`src/rtl/addsub_pkg.sv`:
```
// Shared types and helpers for the pipelined adder/subtractor.
// Holds the flag bundle, the operation encodings and the saturation-value helper.
package addsub_pkg;

    typedef struct packed {
        logic carry;
        logic overflow;
        logic negative;
        logic zero;
    } addsub_flags_t;

    localparam logic OP_ADD = 1'b1;
    localparam logic OP_SUB = 1'b0;

    localparam int unsigned MAX_WIDTH = 64;

    // Clamp value for an overflowing operation; the value sits in the low `width` bits.
    function automatic logic [MAX_WIDTH-1:0] sat_value(input int unsigned width,
                                                       input logic        is_signed,
                                                       input logic        a_sign,
                                                       input logic        add_sub);
        logic [MAX_WIDTH-1:0] ones;
        ones = (width >= MAX_WIDTH) ? '1 : ((64'd1 << width) - 64'd1);
        if (is_signed) begin
            sat_value = a_sign ? (64'd1 << (width - 1)) : (ones >> 1);
        end else begin
            sat_value = (add_sub == OP_ADD) ? ones : '0;
        end
    endfunction

endpackage

```
`src/rtl/addsub_slice.sv`:
```
// One carry slice of the pipelined adder: sum, carry-out and the slice-level
// two's-complement overflow term (only meaningful for the top slice).
module addsub_slice #(
    parameter int SW = 8
) (
    input  logic [SW-1:0] a,
    input  logic [SW-1:0] b,
    input  logic          cin,
    output logic [SW-1:0] sum,
    output logic          cout,
    output logic          ovf
);

    logic [SW:0] total;

    assign total = {1'b0, a} + {1'b0, b} + {{SW{1'b0}}, cin};
    assign sum   = total[SW-1:0];
    assign cout  = total[SW];
    assign ovf   = (a[SW-1] == b[SW-1]) && (sum[SW-1] != a[SW-1]);

endmodule

```
`src/rtl/addsub_pipe.sv`:
```
// Pipelined add/sub: one operand slice per stage, carry registered between slices,
// elastic valid/ready with a single global stall; flags and saturation on the output.
module addsub_pipe
    import addsub_pkg::*;
#(
    parameter int WIDTH  = 16,
    parameter int STAGES = 2
) (
    input  logic             clk,
    input  logic             reset,
    input  logic             in_valid,
    output logic             in_ready,
    input  logic [WIDTH-1:0] dataa,
    input  logic [WIDTH-1:0] datab,
    input  logic             add_sub,
    input  logic             is_signed,
    input  logic             saturate,
    output logic             out_valid,
    input  logic             out_ready,
    output logic [WIDTH-1:0] result,
    output logic             carry,
    output logic             overflow,
    output logic             negative,
    output logic             zero
);

    localparam int SW = WIDTH / STAGES;

    if (STAGES < 1 || STAGES > WIDTH || (WIDTH % STAGES) != 0 || WIDTH > int'(MAX_WIDTH))
    begin : g_bad_params
        $error("addsub_pipe: WIDTH must be a multiple of STAGES, 1 <= STAGES <= WIDTH <= 64");
    end

    // One in-flight beat: operands (b already inverted for subtract), the partial
    // sum built so far, the carry into the next slice and the beat's mode bits.
    typedef struct packed {
        logic             valid;
        logic             add_sub;
        logic             is_signed;
        logic             saturate;
        logic [WIDTH-1:0] a;
        logic [WIDTH-1:0] b;
        logic [WIDTH-1:0] s;
        logic             c;
        logic             v;
    } beat_t;

    beat_t in_beat;
    beat_t stage_d [STAGES];
    beat_t stage_q [STAGES];
    beat_t last;
    logic  stall;

    assign last      = stage_q[STAGES-1];
    assign out_valid = last.valid;
    assign stall     = last.valid && !out_ready;
    assign in_ready  = !stall;

    always_comb begin
        in_beat           = '0;
        in_beat.valid     = in_valid;
        in_beat.add_sub   = add_sub;
        in_beat.is_signed = is_signed;
        in_beat.saturate  = saturate;
        in_beat.a         = dataa;
        in_beat.b         = (add_sub == OP_ADD) ? datab : ~datab;
        in_beat.c         = (add_sub == OP_SUB);
    end

    for (genvar k = 0; k < STAGES; k++) begin : g_stage
        beat_t         src;
        beat_t         nxt;
        logic [SW-1:0] sl_sum;
        logic          sl_cout;
        logic          sl_ovf;

        if (k == 0) begin : g_first
            assign src = in_beat;
        end else begin : g_next
            assign src = stage_q[k-1];
        end

        addsub_slice #(.SW(SW)) u_slice (
            .a    (src.a[k*SW +: SW]),
            .b    (src.b[k*SW +: SW]),
            .cin  (src.c),
            .sum  (sl_sum),
            .cout (sl_cout),
            .ovf  (sl_ovf)
        );

        always_comb begin
            nxt                 = src;
            nxt.s[k*SW +: SW]   = sl_sum;
            nxt.c               = sl_cout;
            nxt.v               = sl_ovf;
        end

        assign stage_d[k] = nxt;
    end

    always_ff @(posedge clk) begin
        for (int k = 0; k < STAGES; k++) begin
            if (reset) begin
                stage_q[k] <= '0;
            end else if (!stall) begin
                stage_q[k] <= stage_d[k];
            end
        end
    end

    logic          carry_raw;
    logic          ovf_raw;
    logic [WIDTH-1:0] sat_res;
    logic [WIDTH-1:0] final_res;
    addsub_flags_t flags;

    assign carry_raw = (last.add_sub == OP_ADD) ? last.c : ~last.c;
    assign ovf_raw   = last.is_signed ? last.v : carry_raw;
    assign sat_res   = WIDTH'(sat_value(WIDTH, last.is_signed, last.a[WIDTH-1], last.add_sub));
    assign final_res = (last.saturate && ovf_raw) ? sat_res : last.s;

    // Outputs read as zero whenever no result beat is presented.
    always_comb begin
        flags  = '0;
        result = '0;
        if (last.valid) begin
            result         = final_res;
            flags.carry    = carry_raw;
            flags.overflow = ovf_raw;
            flags.negative = final_res[WIDTH-1];
            flags.zero     = (final_res == '0);
        end
    end

    assign carry    = flags.carry;
    assign overflow = flags.overflow;
    assign negative = flags.negative;
    assign zero     = flags.zero;

endmodule

```
`config.mk`:
```
export PLATFORM = sky130hd
export DESIGN_NAME = addsub_pipe
export DESIGN_NICKNAME = d
export VERILOG_FILES = /design/src/rtl/addsub_pkg.sv /design/src/rtl/addsub_slice.sv /design/src/rtl/addsub_pipe.sv
export SDC_FILE = /design/constraint.sdc
export NUM_CORES = 1
export LEC_CHECK = 0
export ABC_AREA = 1
export CAP_MARGIN = 20
export CELL_PAD_IN_SITES_DETAIL_PLACEMENT = 1
export CELL_PAD_IN_SITES_GLOBAL_PLACEMENT = 1
export CORE_ASPECT_RATIO = 1.75
export CORE_MARGIN = 2
export CORE_UTILIZATION = 36
export DETAILED_ROUTE_END_ITERATION = 8
export GPL_TIMING_DRIVEN = 0
export PLACE_DENSITY = 0.82
export SYNTH_ARGS = -nofsm -noshare
export SYNTH_HDL_FRONTEND = slang
export SYNTH_HIERARCHICAL = 1
export SYNTH_SLANG_ARGS = --single-unit
```
`constraint.sdc`:
```
create_clock -name clk -period 3.2 [get_ports clk]
set_input_delay 0.96 -clock clk [delete_from_list [all_inputs] [get_ports clk]]
set_output_delay 0.96 -clock clk [all_outputs]
set_load 0.01 [all_outputs]
```
---- Yosys cells after proc, flatten, opt, wreduce, memory -nomap -nowiden ----
Memory sizes are Yosys's and may differ from the RTL's.
Cells that the tools add are included.
W data, S select, Z words.
storage, ports and cells
  register bits ........................... 0
  memory bits (writable) .................. 108
  logic and storage cells ................. 37
  memories kept ........................... 1
operators by class
  $add $sub $neg .......................... 4
  eq/ne operators ......................... 4
  muxes and demuxes ....................... 16
  bitwise gates (word level) .............. 5
  reduce and logical (&&, ||, !) cells .... 7
memory list
  memory   depth  bits a word  read ports  clocked after Yosys merged registers in  write ports  RTL line           source
  stage_q  2      54           2           0                                        2            addsub_pipe.sv:50  beat_t stage_q [STAGES];
operator list
  operator             number
  $mux W54             2
  $mux W16             6
  $add A8 B8 Y9        2
  $add A9 B1 Y9        2
  $logic_not A16 Y1    1
  $not A16 Y16         1
  $mux W1              7
  $logic_and A1 B1 Y1  4
  $mux W4              1
  $eq A1 B1 Y1         2
  $logic_not A1 Y1     2
  $ne A1 B1 Y1         2
  $not A1 Y1           2
  $or A1 B1 Y1         2

---- Logic depth before layout (Yosys ltp) ----
Gate-level depths: netlist (run 1).
An unclocked memory read counts as a cell.
  word-level depth ........................ 8
  gate-level depth with buffers ........... 12
  gate-level depth less buffers ........... 10

---- Modules after synthesis ----
The synthesis (run 1) kept the hierarchy.
modules (own cells, without submodules)
  module                             times used  cells each  area each (um^2)  sequential area each (um^2)
  addsub_pipe                        1           261         2521.2            1561.5
  addsub_slice (g_stage[0].u_slice)  1           58          386.6             0.0
  addsub_slice (g_stage[1].u_slice)  1           54          369.1             0.0

---- Worst setup path after synthesis (run 1) ----
OpenSTA, ideal clock, no wires.
  path kind ............................... input port to flip-flop
  start ................................... input add_sub
  end ..................................... memory stage_q[0][8] (netlist name), data pin
  setup time .............................. 265 ps
  arrival time ............................ 2827 ps
  required time ........................... 2935 ps
  setup slack ............................. 108 ps
  stages on the path ...................... 12
  path through ............................ buf_2 > buf_2 > xnor2_1 > fa_1 > fa_1 > nand3_1 > nand2_1 > nand2_1 > a21o_1 > nand2_1 > inv_1 > nor2_1
RTL lines
  item                RTL line           source
  start: declaration  addsub_pipe.sv:15  input logic add_sub,
  end: declaration    addsub_pipe.sv:50

==> summary.txt, run 1 <==
Status
  – Status: completed

Final layout
  – Biggest register: stage_q
  – Most common cell after layout, fill and taps aside: inv_1
  – Ant diodes: 0
  – Max reg flops: 52
  – Layout Nets: 493
  – Fraction of layout cells with a size suffix above 1: 8.92%
  – Fin area: 0.00423 mm2
  – Most frequent cells in the layout: 72 x inv_1, 64 x nor2_1, 55 x nand2_1, 52 x edfxtp_1, 47 x clkdlybuf4s50_1
  – Largest regs: stage_q: 52 flops
  – Area delta synth->final: 30.2%

Power
  – Maximum vdd drop: 325 uV
  – Combinational Power Share: 24.9%
  – Leak pwr: 2.15 nW
  – Share of power burned in registers: 44.8%
  – Clock power share: 30.3%
  – Sw Ratio: 27.2%
  – Internal Power: 1.42 mW
  – Pwr dens: 460 mW/mm2
  – Sw Pwr: 0.530 mW

Detailed routing
  – DRC: 0
  – First-pass iteration count of the detailed router: 4
  – Vias per cell: 4.56
  – Routed wire length: 7040 um
  – Vias: 2524
  – Drt initial violations: 35
  – Final ANT Viol Nets: 0
  – Per-cell routed wire length: 12.7 um

Clocking
  – CTS sink cnt: 52
  – CTS H-tree depth: 2
  – Bufs on Longest Clock Path: 2
  – Inserted Clock Buffers: 5
  – Root buf cell: clkbuf_16
  – CTS clk-pin slew, worst paths: 0.07 ns
  – # hold bufs at CTS: 0
  – CTS tree: yes
  – Worst-skew pair later-pin latency: 0.29 ns

Placed design
  – PortBufs: 59
  – Area after DPL: 0.00401 mm2
  – HPWL Detailed: 5780 um
  – RD Place Congestion: 0.815
  – Setup WS pre-CTS: -0.207 ns

Die
  – Die ar.: 0.00984 mm2
  – Starting Density: 37.3%
  – Die width: 75.8 um
  – Core ar.: 0.00873 mm2
  – Cell Rows: 45
  – Die Y: 130 um
  – I/O pin cnt: 61

Worst setup path
  – FF-to-FF End: stage_q[1][16]
  – WS Path Type: flop to output port
  – Worst setup EP type: output port
  – Slowest cell delay on critical path: 0.52 ns
  – Worst R2R Path Depth: 9
  – Crit-path max FO: 10
  – R2R setup slack: 0.99 ns
  – Critical Path AT: 2.12 ns
  – Worst Setup Start Kind: flop
  – Worst path required time: 2.24 ns
  – Crit-path cells: clkinvlp_4 > clkbuf_1 > nor2_2 > buf_4 > clkdlybuf4s50_1
  – Master of the slowest instance on the critical path: clkdlybuf4s50_1
  – Worst reg2reg path startpoint: stage_q[0][42]

Yosys
  – Mapped Cells: 367
  – Synth Cell Area: 0.00325 mm2
  – Avg Inst Size Synth: 8.86 um2
  – Ys Warns: 6
  – Post-synth net total: 424

Global route
  – Initial antenna violation count: 0
  – Pin count of the biggest net entering global routing: 38
  – First-pass GRT wire length: 12000 um
  – Total GRT Usage: 15.8%
  – Vias in the first global route: 2773
  – Gr ovfl total: 0

STA
  – Worst slew pin tran: 0.577 ns
  – Slew HR: 61.5%
  – Setup TNS: 0 ns
  – Clock skew: 0.00774 ns
  – Setup ws final: 0.123 ns
  – Hold Fails Final Rpt: 0
  – FMAX: 325 MHz
  – Final setup fails: 0
  – Fin crit share: 96.2%
  – Pins over their slew limit: 0
  – Crit path time final: 3.08 ns

Min path
  – Hold_sp: stage_q[0][7]
  – Hold Crit Depth: 2
  – Hold Path End: stage_q[1][7]
  – HP Class: flop to flop

Run
  – Max-cap violations: 0
==> metal layers <==
| layer | vias to the layer above | part of all wire [%] | global-route usage, % | wire length (um) |
|---|---|---|---|---|
| met5 | - | 0 | 0 | 0 |
| met3 | 9 | 2.3 | 1.39 | 165 |
| li1 | 1280 | - | - | - |
| met1 | 1182 | 35 | 15.3 | 2490 |
| met2 | 53 | 60 | 31.6 | 4250 |
| met4 | 0 | 1.9 | 6.71 | 137 |
==> metrics by stage <==
| stage | util, % | hold WS, ns | power (mW) | cells |
|---|---|---|---|---|
| 6_report | 48.5 | 0.552 | 1.95 | 554 |
| 5_1_grt | 48.5 | 0.599 | 2.06 | 554 |
| 4_1_cts | 48.1 | 0.563 | 1.96 | 554 |
| 3_5_place_dp | 46.0 | 0.546 | 1.38 | 544 |
| 3_3_place_gp | 45.7 | 0.528 | 1.34 | 543 |
| 2_1_floorplan | - | 0.519 | 1.21 | 367 |
==> critical path: cells and delay by family, from the launching register on <==
kind                   cells  cell delay, ns
buffers and inverters      4            1.15
DFF                        1            0.51
and+or+nand+nor            1            0.16
==> power by group through the flow <==
stage	logic [mW]	registers, mW	clock network, mW
6_report	0.486	0.873	0.591
5_1_grt	0.556	0.880	0.622
4_1_cts	0.494	0.874	0.596
3_5_place_dp	0.490	0.888	0
3_3_place_gp	0.462	0.882	0
2_1_floorplan	0.331	0.877	0
==> worst max path at each step <==
stage | end | from | slack (ns)
floorplan | stage_q[0][8] | add_sub | 0.11
detailed placement | stage_q[0][8] | add_sub | -0.21
CTS | result[4] | stage_q[1][52] | 0.02
finish | result[15] | stage_q[1][53] | 0.12
global route | result[15] | stage_q[1][53] | -0.003
global placement | stage_q[0][31] | reset | -0.64
==> repair_timing <==
action,CTS,global route
endpoints found under the setup margin,11,14
gates resized for setup,3,15
buffers inserted,2,0
pin swaps,1,0
gates cloned,0,0
==> area by class of cell <==
class	count	area, um2
inverter	74	282
buffer	11	68.8
timing repair buffer	62	653
clock buffer	5	125
fill	1037	4490
clock inverter	3	37.5
sequential	52	1560
tap	117	146
multi-input combinational	230	1360
Note: power is estimated with default switching activity, not from simulation.
==> inputs of run 2 (changes only) <==
- SYNTH_HIERARCHICAL: 1 -> not set
==> run 2 against run 1 <==
Combinational power fell by 16%. Routed wire length fell by 7.6%. Die area shrank 5.2%. Clock power decreased by 15%. Synthesized cell count fell by 11%. Total power fell by 8.6%.
==> summary.txt, run 2 <==
Power
  – Internal Power: 1.31 mW (-7.8%)
  – Sw Pwr: 0.473 mW (-11%)
  – Maximum vdd drop: 235 uV (-28%)
  – Sw Ratio: 26.6% (-0.63 points)
  – Power, Total: 1.78 mW (-8.6%)
  – Pwr dens: 446 mW/mm2 (-3.2%)
  – Leak pwr: 1.75 nW (-19%)
  – Share of power burned in registers: 48.9% (+4.1 points)
  – Combinational Power Share: 23.0% (-1.9 points)
  – Clock power share: 28.1% (-2.2 points)

STA
  – Clock skew: 0.00500 ns (-0.00274 ns)
  – Slew HR: 63.0% (+1.5 points)
  – Pins over their slew limit: 0 (unchanged)
  – Final setup fails: 0 (unchanged)
  – Setup ws final: 0.138 ns (+0.0152 ns)
  – RSZ-0062 raised after global routing: no
  – Setup TNS: 0 ns (unchanged)
  – Fin crit share: 95.7% (-0.48 points)
  – FMAX: 327 MHz (+0.50%)
  – Final hold slack: 0.561 ns (+0.00891 ns)
  – Worst slew pin tran: 0.554 ns (-0.0236 ns)
  – Crit path time final: 3.06 ns (-0.0152 ns)
  – Hold Fails Final Rpt: 0 (unchanged)

Yosys
  – Post-synthesis sequential area ratio: 50.8%
  – Ys Warns: 0 (-6)
  – Ranking of synthesized cells by area: edfxtp_1 51%, nor2_1 6.5%, inv_1 6.0%
  – Avg Inst Size Synth: 9.44 um2 (+6.5%)
  – Top_reg_cell synth: edfxtp_1
  – Number of enable flip-flop cells after synthesis: 52
  – Synth Cell Area: 0.00308 mm2 (-5.4%)
  – Most numerous cell in the Yosys netlist: nor2_1
  – Flops & latches, synth: 52
  – Mapped Cells: 326 (-11%)
  – Yosys top cell by area: edfxtp_1
  – Synth unique cells: 36
  – Post-synth top area share: 50.8%
  – Ys async rst share: 0%
  – Post-synth net total: 382 (-9.9%)
  – Synth top cells by count: 53 x nor2_1, 52 x edfxtp_1, 49 x inv_1

Die
  – Cell Rows: 44 (-2.2%)
  – Die ar.: 0.00933 mm2 (-5.2%)
  – I/O pin cnt: 61 (unchanged)
  – Core ar.: 0.00831 mm2 (-4.7%)
  – Die width: 73.9 um (-2.6%)
  – Die Y: 126 um (-2.6%)
  – Starting Density: 37.0% (-0.25 points)

Global route
  – Gr ovfl total: 0 (unchanged)
  – GR Layer Usage met1: 13.9% (-1.4 points)
  – Total GRT Usage: 15.4% (-0.40 points)
  – M2 GR Usage: 30.5% (-1.1 points)
  – Top Usage Layer GRT: met2
  – Initial antenna violation count: 0 (unchanged)
  – First-pass GRT wire length: 11000 um (-7.8%)
  – Met3 Use GR: 1.99% (+0.60 points)
  – Pin count of the biggest net entering global routing: 31 (-18%)
  – Vias in the first global route: 2520 (-9.1%)

Clocking
  – Bufs on Longest Clock Path: 2 (unchanged)
  – Inserted Clock Buffers: 5 (unchanged)
  – Root buf cell: clkbuf_16
  – CTS H-tree depth: 2 (unchanged)
  – Worst-skew pair later-pin latency: 0.29 ns (about the same)
  – Post-CTS Setup Bufs: 0 (-2)
  – CTS clk-pin slew, worst paths: 0.06 ns (about the same)
  – CTS sink cnt: 52 (unchanged)
  – CTS tree: yes

Worst setup path
  – WS Path Type: flop to output port
  – Crit-path cells: inv_2 > or2_4 > nand3_4 > buf_8 > buf_12 > nand2_2 > a21oi_1 > clkdlybuf4s50_1
  – Slowest cell delay on critical path: 0.55 ns (+0.03 ns)
  – Worst setup EP type: output port
  – R2R setup slack: 0.98 ns (about the same)
  – Worst reg2reg path startpoint: stage_q[0][26]
  – Worst R2R Path Depth: 8 (-1)
  – Master of the slowest instance on the critical path: clkdlybuf4s50_1
  – Crit-path max FO: 10 (unchanged)
  – Worst path required time: 2.24 ns (about the same)
  – Worst Setup Start Kind: flop
  – Critical Path AT: 2.10 ns (-0.02 ns)
  – FF-to-FF End: stage_q[1][1]

Min path
  – Hold_sp: stage_q[0][50]
  – Hold Crit Depth: 2 (unchanged)
  – HP Class: flop to flop
  – Hold Path End: stage_q[1][50]

Final layout
  – Layout Nets: 449 (-8.9%)
  – Area of the multi-input gates: 0.00126 mm2 (-7.0%)
  – Most common cell after layout, fill and taps aside: clkdlybuf4s50_1
  – Biggest register: stage_q
  – Most frequent cells in the layout: 57 x clkdlybuf4s50_1, 52 x nor2_1, 52 x edfxtp_1, 49 x inv_1, 41 x nand2_1
  – FF/Latch Area: 0.00156 mm2 (unchanged)
  – Largest regs: stage_q: 52 flops
  – Final design utilization: 48.1% (-0.44 points)
  – Max reg flops: 52 (unchanged)
  – Fraction of layout cells with a size suffix above 1: 9.39% (+0.47 points)
  – Ant diodes: 0 (unchanged)
  – Fin area: 0.00400 mm2 (-5.6%)
  – Area delta synth->final: 29.9%
  – Fill cell instance count of the final layout: 993 (-4.2%)
  – Fin cells: 509 (-8.1%)

Run
  – Max-cap violations: 0 (unchanged)

Placed design
  – HPWL Detailed: 5530 um (-4.3%)
  – Setup WS pre-CTS: -0.0210 ns (+0.186 ns)
  – # placed instances: 501 (-7.9%)
  – Area after DPL: 0.00384 mm2 (-4.4%)
  – PortBufs: 59 (unchanged)
  – RD Place Congestion: 0.836 (+2.6%)

Detailed routing
  – Vias per cell: 4.65 (+2.1%)
  – Vias: 2368 (-6.2%)
  – Per-cell routed wire length: 12.8 um (+0.58%)
  – DRC: 0 (unchanged)
  – Routed wire length: 6500 um (-7.6%)
  – Final ANT Viol Nets: 0 (unchanged)
  – First-pass iteration count of the detailed router: 4 (unchanged)
  – Drt initial violations: 43 (+23%)

Status
  – Status: completed
run 2: changes by cell type in the layout (fill, tap and decap cells not counted), moves of 7 or more:
cell / delta
clkdlybuf4s50_1: +10
dlymetal6s2s_1: -10
o21ai_0: +16
nor2_1: -12
nand3_1: -7
inv_1: -23
a21oi_1: +11
nand2_1: -14
run 2: critical path, delay by kind of cell, from the launching register on:
family	cells	cell delay, ns
buffers and inverters	4	0.90
and+or+nand+nor	3	0.42
AOI/OAI and AO/OA	1	0.12
DFF	1	0.36
run 2: power groups by stage:
stage / Combinational (mW) / Sequential [mW] / Clock [mW]
finish: 0.410 / 0.870 / 0.501
global placement: 0.383 / 0.881 / 0
global route: 0.464 / 0.877 / 0.540
floorplan: 0.263 / 0.874 / 0
CTS: 0.408 / 0.871 / 0.513
detailed placement: 0.405 / 0.886 / 0
run 2: timing repair:
item                       4_1_cts  5_1_grt
hold buffers                     0        0
gates resized for setup          2        5
setup endpoints to repair        2        7
pin swaps                        0        1
run 2: worst max-delay path by stage:
| stage | start | to | depth (start not counted) |
|---|---|---|---|
| after CTS | stage_q[1][53] | result[15] | 5 |
| after global routing | stage_q[1][52] | result[9] | 8 |
| after global placement | out_ready | stage_q[0][46] | 3 |
| after floorplan | reset | stage_q[0][1] | 2 |
| after detailed placement | datab[0] | stage_q[0][8] | 9 |
| final | stage_q[1][51] | result[2] | 8 |
run 2: kinds of logic (layout without fill, tap and decap cells):
kind of cell | count (synthesis) | after routing | synth area share (%)
and+or+nand+nor | 118 | 118 | 16.9
adders and majority gates | 17 | 17 | 7.65
xor gates and xnor gates | 17 | 17 | 4.84
AOI/OAI and AO/OA | 59 | 59 | 10.9
DFF | 52 | 52 | 50.8
buffers and inverters | 63 | 131 | 8.99
run 2: area by class of cell:
class	count	share of cell area (%)
clock inverter	1	0.0939
multi-input combinational	211	31.7
inverter	51	4.79
buffer	12	2.16
tap	115	3.60
clock buffer	7	3.32
sequential	52	39.1
timing repair buffer	60	15.3
run 2: metal layers:
metal / wire length [um] / vias up
met4: 272 / 0
met5: 0 / -
met3: 163 / 22
met1: 2250 / 1089
li1: - / 1197
met2: 3810 / 60
==> inputs of run 3 (changes only) <==
--- a/config.mk
+++ b/config.mk
@@ -13,4 +13,5 @@
 export CORE_MARGIN = 2
 export CORE_UTILIZATION = 36
+export CTS_CLUSTER_DIAMETER = 80
 export DETAILED_ROUTE_END_ITERATION = 8
 export GPL_TIMING_DRIVEN = 0
==> constraint.sdc (replaced) <==
create_clock -name clk -period 3.2 [get_ports clk]
set_input_delay 0.96 -clock clk [delete_from_list [all_inputs] [get_ports clk]]
set_output_delay 0.96 -clock clk [all_outputs]
set_load 0.05 [all_outputs]
==> run 3 against run 2 <==
Sequential share of layout area is 0.72 points higher. Critical path depth unchanged. Count of clock-buffer cells in the layout is the same. Non-clock buffer count did not move. Clock skew is essentially flat. Cell count is the same. First-iteration DRC count grew 23%. Fmax is 0.19% lower.
==> summary.txt, run 3 (synthesis gave the netlist of run 2 again) <==
Status
  – Status: completed

Global route
  – First-pass GRT wire length: 11600 um (+5.3%)
  – Total GRT Usage: 16.2% (+0.86 points)
  – Gr ovfl total: 0 (unchanged)
  – Pin count of the biggest net entering global routing: 31 (unchanged)
  – Vias in the first global route: 2612 (+3.7%)
  – Initial antenna violation count: 0 (unchanged)

Final layout
  – Biggest register: stage_q
  – Fill cell instance count of the final layout: 960 (-3.3%)
  – Area of the multi-input gates: 0.00125 mm2 (-1.5%)
  – Ant diodes: 0 (unchanged)
  – Area delta synth->final: 27.5%
  – FF/Latch Area: 0.00156 mm2 (unchanged)
  – Layout Nets: 449 (unchanged)
  – Largest regs: stage_q: 52 flops
  – Max reg flops: 52 (unchanged)
  – Fraction of layout cells with a size suffix above 1: 11.4% (+2.0 points)
  – Most frequent cells in the layout: 52 x nor2_1, 52 x edfxtp_1, 49 x inv_1, 42 x nand2_1, 38 x clkdlybuf4s50_1
  – Final design utilization: 47.2% (-0.87 points)

Detailed routing
  – DRC: 0 (unchanged)
  – Vias: 2362 (-0.25%)
  – Vias per cell: 4.64 (-0.25%)
  – Routed wire length: 6750 um (+3.8%)
  – First-pass iteration count of the detailed router: 4 (unchanged)
  – Per-cell routed wire length: 13.3 um (+3.8%)
  – Final ANT Viol Nets: 0 (unchanged)
  – Drt initial violations: 53 (+23%)

STA
  – Hold Fails Final Rpt: 0 (unchanged)
  – Worst slew pin tran: 0.554 ns (-0.000120 ns)
  – Pins over their slew limit: 0 (unchanged)
  – Slew HR: 63.0% (about the same)
  – Clock skew: 0.00535 ns (+0.000359 ns)
  – Final setup fails: 0 (unchanged)
  – Fin crit share: 95.9% (+0.19 points)
  – FMAX: 326 MHz (-0.19%)
  – Setup ws final: 0.132 ns (-0.00594 ns)
  – RSZ-0062 raised after global routing: no
  – Crit path time final: 3.07 ns (+0.00594 ns)

Clocking
  – CTS H-tree depth: 2 (unchanged)
  – Post-CTS Setup Bufs: 0 (unchanged)
  – Inserted Clock Buffers: 5 (unchanged)
  – CTS tree: yes
  – Bufs on Longest Clock Path: 2 (unchanged)
  – CTS sink cnt: 52 (unchanged)
  – CTS clk-pin slew, worst paths: 0.06 ns (about the same)
  – Root buf cell: clkbuf_16
  – # hold bufs at CTS: 0 (unchanged)
  – Worst-skew pair later-pin latency: 0.30 ns (about the same)

Worst setup path
  – WS Path Type: flop to output port
  – Worst setup EP type: output port
  – Master of the slowest instance on the critical path: dlygate4sd2_1
  – Critical Path AT: 2.11 ns (about the same)
  – Worst path required time: 2.24 ns (about the same)
  – Slowest cell delay on critical path: 0.55 ns (about the same)
  – Crit-path cells: nand2_1 > nand3_2 > nand3_4 > buf_8 > buf_12 > nand2_2 > a21oi_1 > dlygate4sd2_1
  – Worst R2R Path Depth: 8 (unchanged)
  – Crit-path max FO: 10 (unchanged)
  – Worst Setup Start Kind: flop

Placed design
  – Setup WS pre-CTS: -0.121 ns (-0.100 ns)
  – HPWL Detailed: 5530 um (about the same)
  – PortBufs: 59 (unchanged)
  – RD Place Congestion: 0.842 (+0.72%)

Die
  – Die Y: 126 um (unchanged)
  – Core ar.: 0.00831 mm2 (unchanged)
  – Starting Density: 37.0% (unchanged)
  – Die ar.: 0.00933 mm2 (unchanged)
  – Cell Rows: 44 (unchanged)
  – Die width: 73.9 um (unchanged)
  – I/O pin cnt: 61 (unchanged)

Min path
  – Hold Crit Depth: 2 (unchanged)
  – HP Class: flop to flop

Power
  – Leak pwr: 1.79 nW (+2.5%)
  – Power, Total: 1.81 mW (+1.6%)
  – Maximum vdd drop: 401 uV (+71%)
  – Pwr dens: 461 mW/mm2 (+3.5%)

Run
  – Max-cap violations: 0 (unchanged)
==> run 3: critical path, delay by kind of cell (launching register included) <==
kind,cells,cell delay [ns]
and+or+nand+nor,4,0.43
AOI/OAI and AO/OA,1,0.12
buffers and inverters,3,0.83
DFF,1,0.43
==> run 3: cell type report <==
class	instances	share of cell area, %
plain buffers	12	2.17
clock buffers	7	3.38
clock inverters	1	0.0957
inverters	51	4.88
multi-input cells	211	31.8
flip-flops and latches	52	39.8
well taps	115	3.67
repair buffers	60	14.3
==> run 3: power breakdown <==
| part | switching, mW | total [mW] | internal, mW | leakage [nW] |
|---|---|---|---|---|
| sequential | 0.0321 | 0.869 | 0.837 | 0.605 |
| clock | 0.224 | 0.512 | 0.288 | 0.0655 |
| combinational | 0.255 | 0.429 | 0.173 | 1.12 |
| total | 0.512 | 1.81 | 1.30 | 1.79 |
==> run 3: final timing paths <==
kind	from	end	slack, ns
min reg2reg	stage_q[0][53]	stage_q[1][53]	0.56
max	stage_q[1][52]	result[3]	0.13
min	stage_q[0][53]	stage_q[1][53]	0.56
max reg2reg	stage_q[0][26]	stage_q[1][1]	0.95
==> run 3: timing repair <==
action                                  4_1_cts  5_1_grt
gates cloned                                  0        0
endpoints found under the setup margin       20       15
resized for setup                            22       23
hold endpoints to repair                      0        0
==> run 3: layer usage <==
metal | GRT usage [%] | vias up | share of wire, % | wire, um
li1 | - | 1203 | - | -
met1 | 14.9 | 1098 | 35 | 2330
met2 | 31.9 | 49 | 60 | 4050
met3 | 2.70 | 12 | 2.5 | 171
met4 | 8.24 | 0 | 2.9 | 193
met5 | 0 | - | 0 | 0
==> run 3: through the flow <==
stage | hold WS, ns | setup TNS (ns) | instance area [um2] | cells
2_1_floorplan | 0.519 | 0 | 3080 | 326
3_3_place_gp | 0.533 | -32.46 | 3810 | 500
3_5_place_dp | 0.544 | -0.121 | 3840 | 501
4_1_cts | 0.562 | 0 | 3950 | 509
5_1_grt | 0.579 | 0 | 3920 | 509
6_report | 0.555 | 0 | 3920 | 509
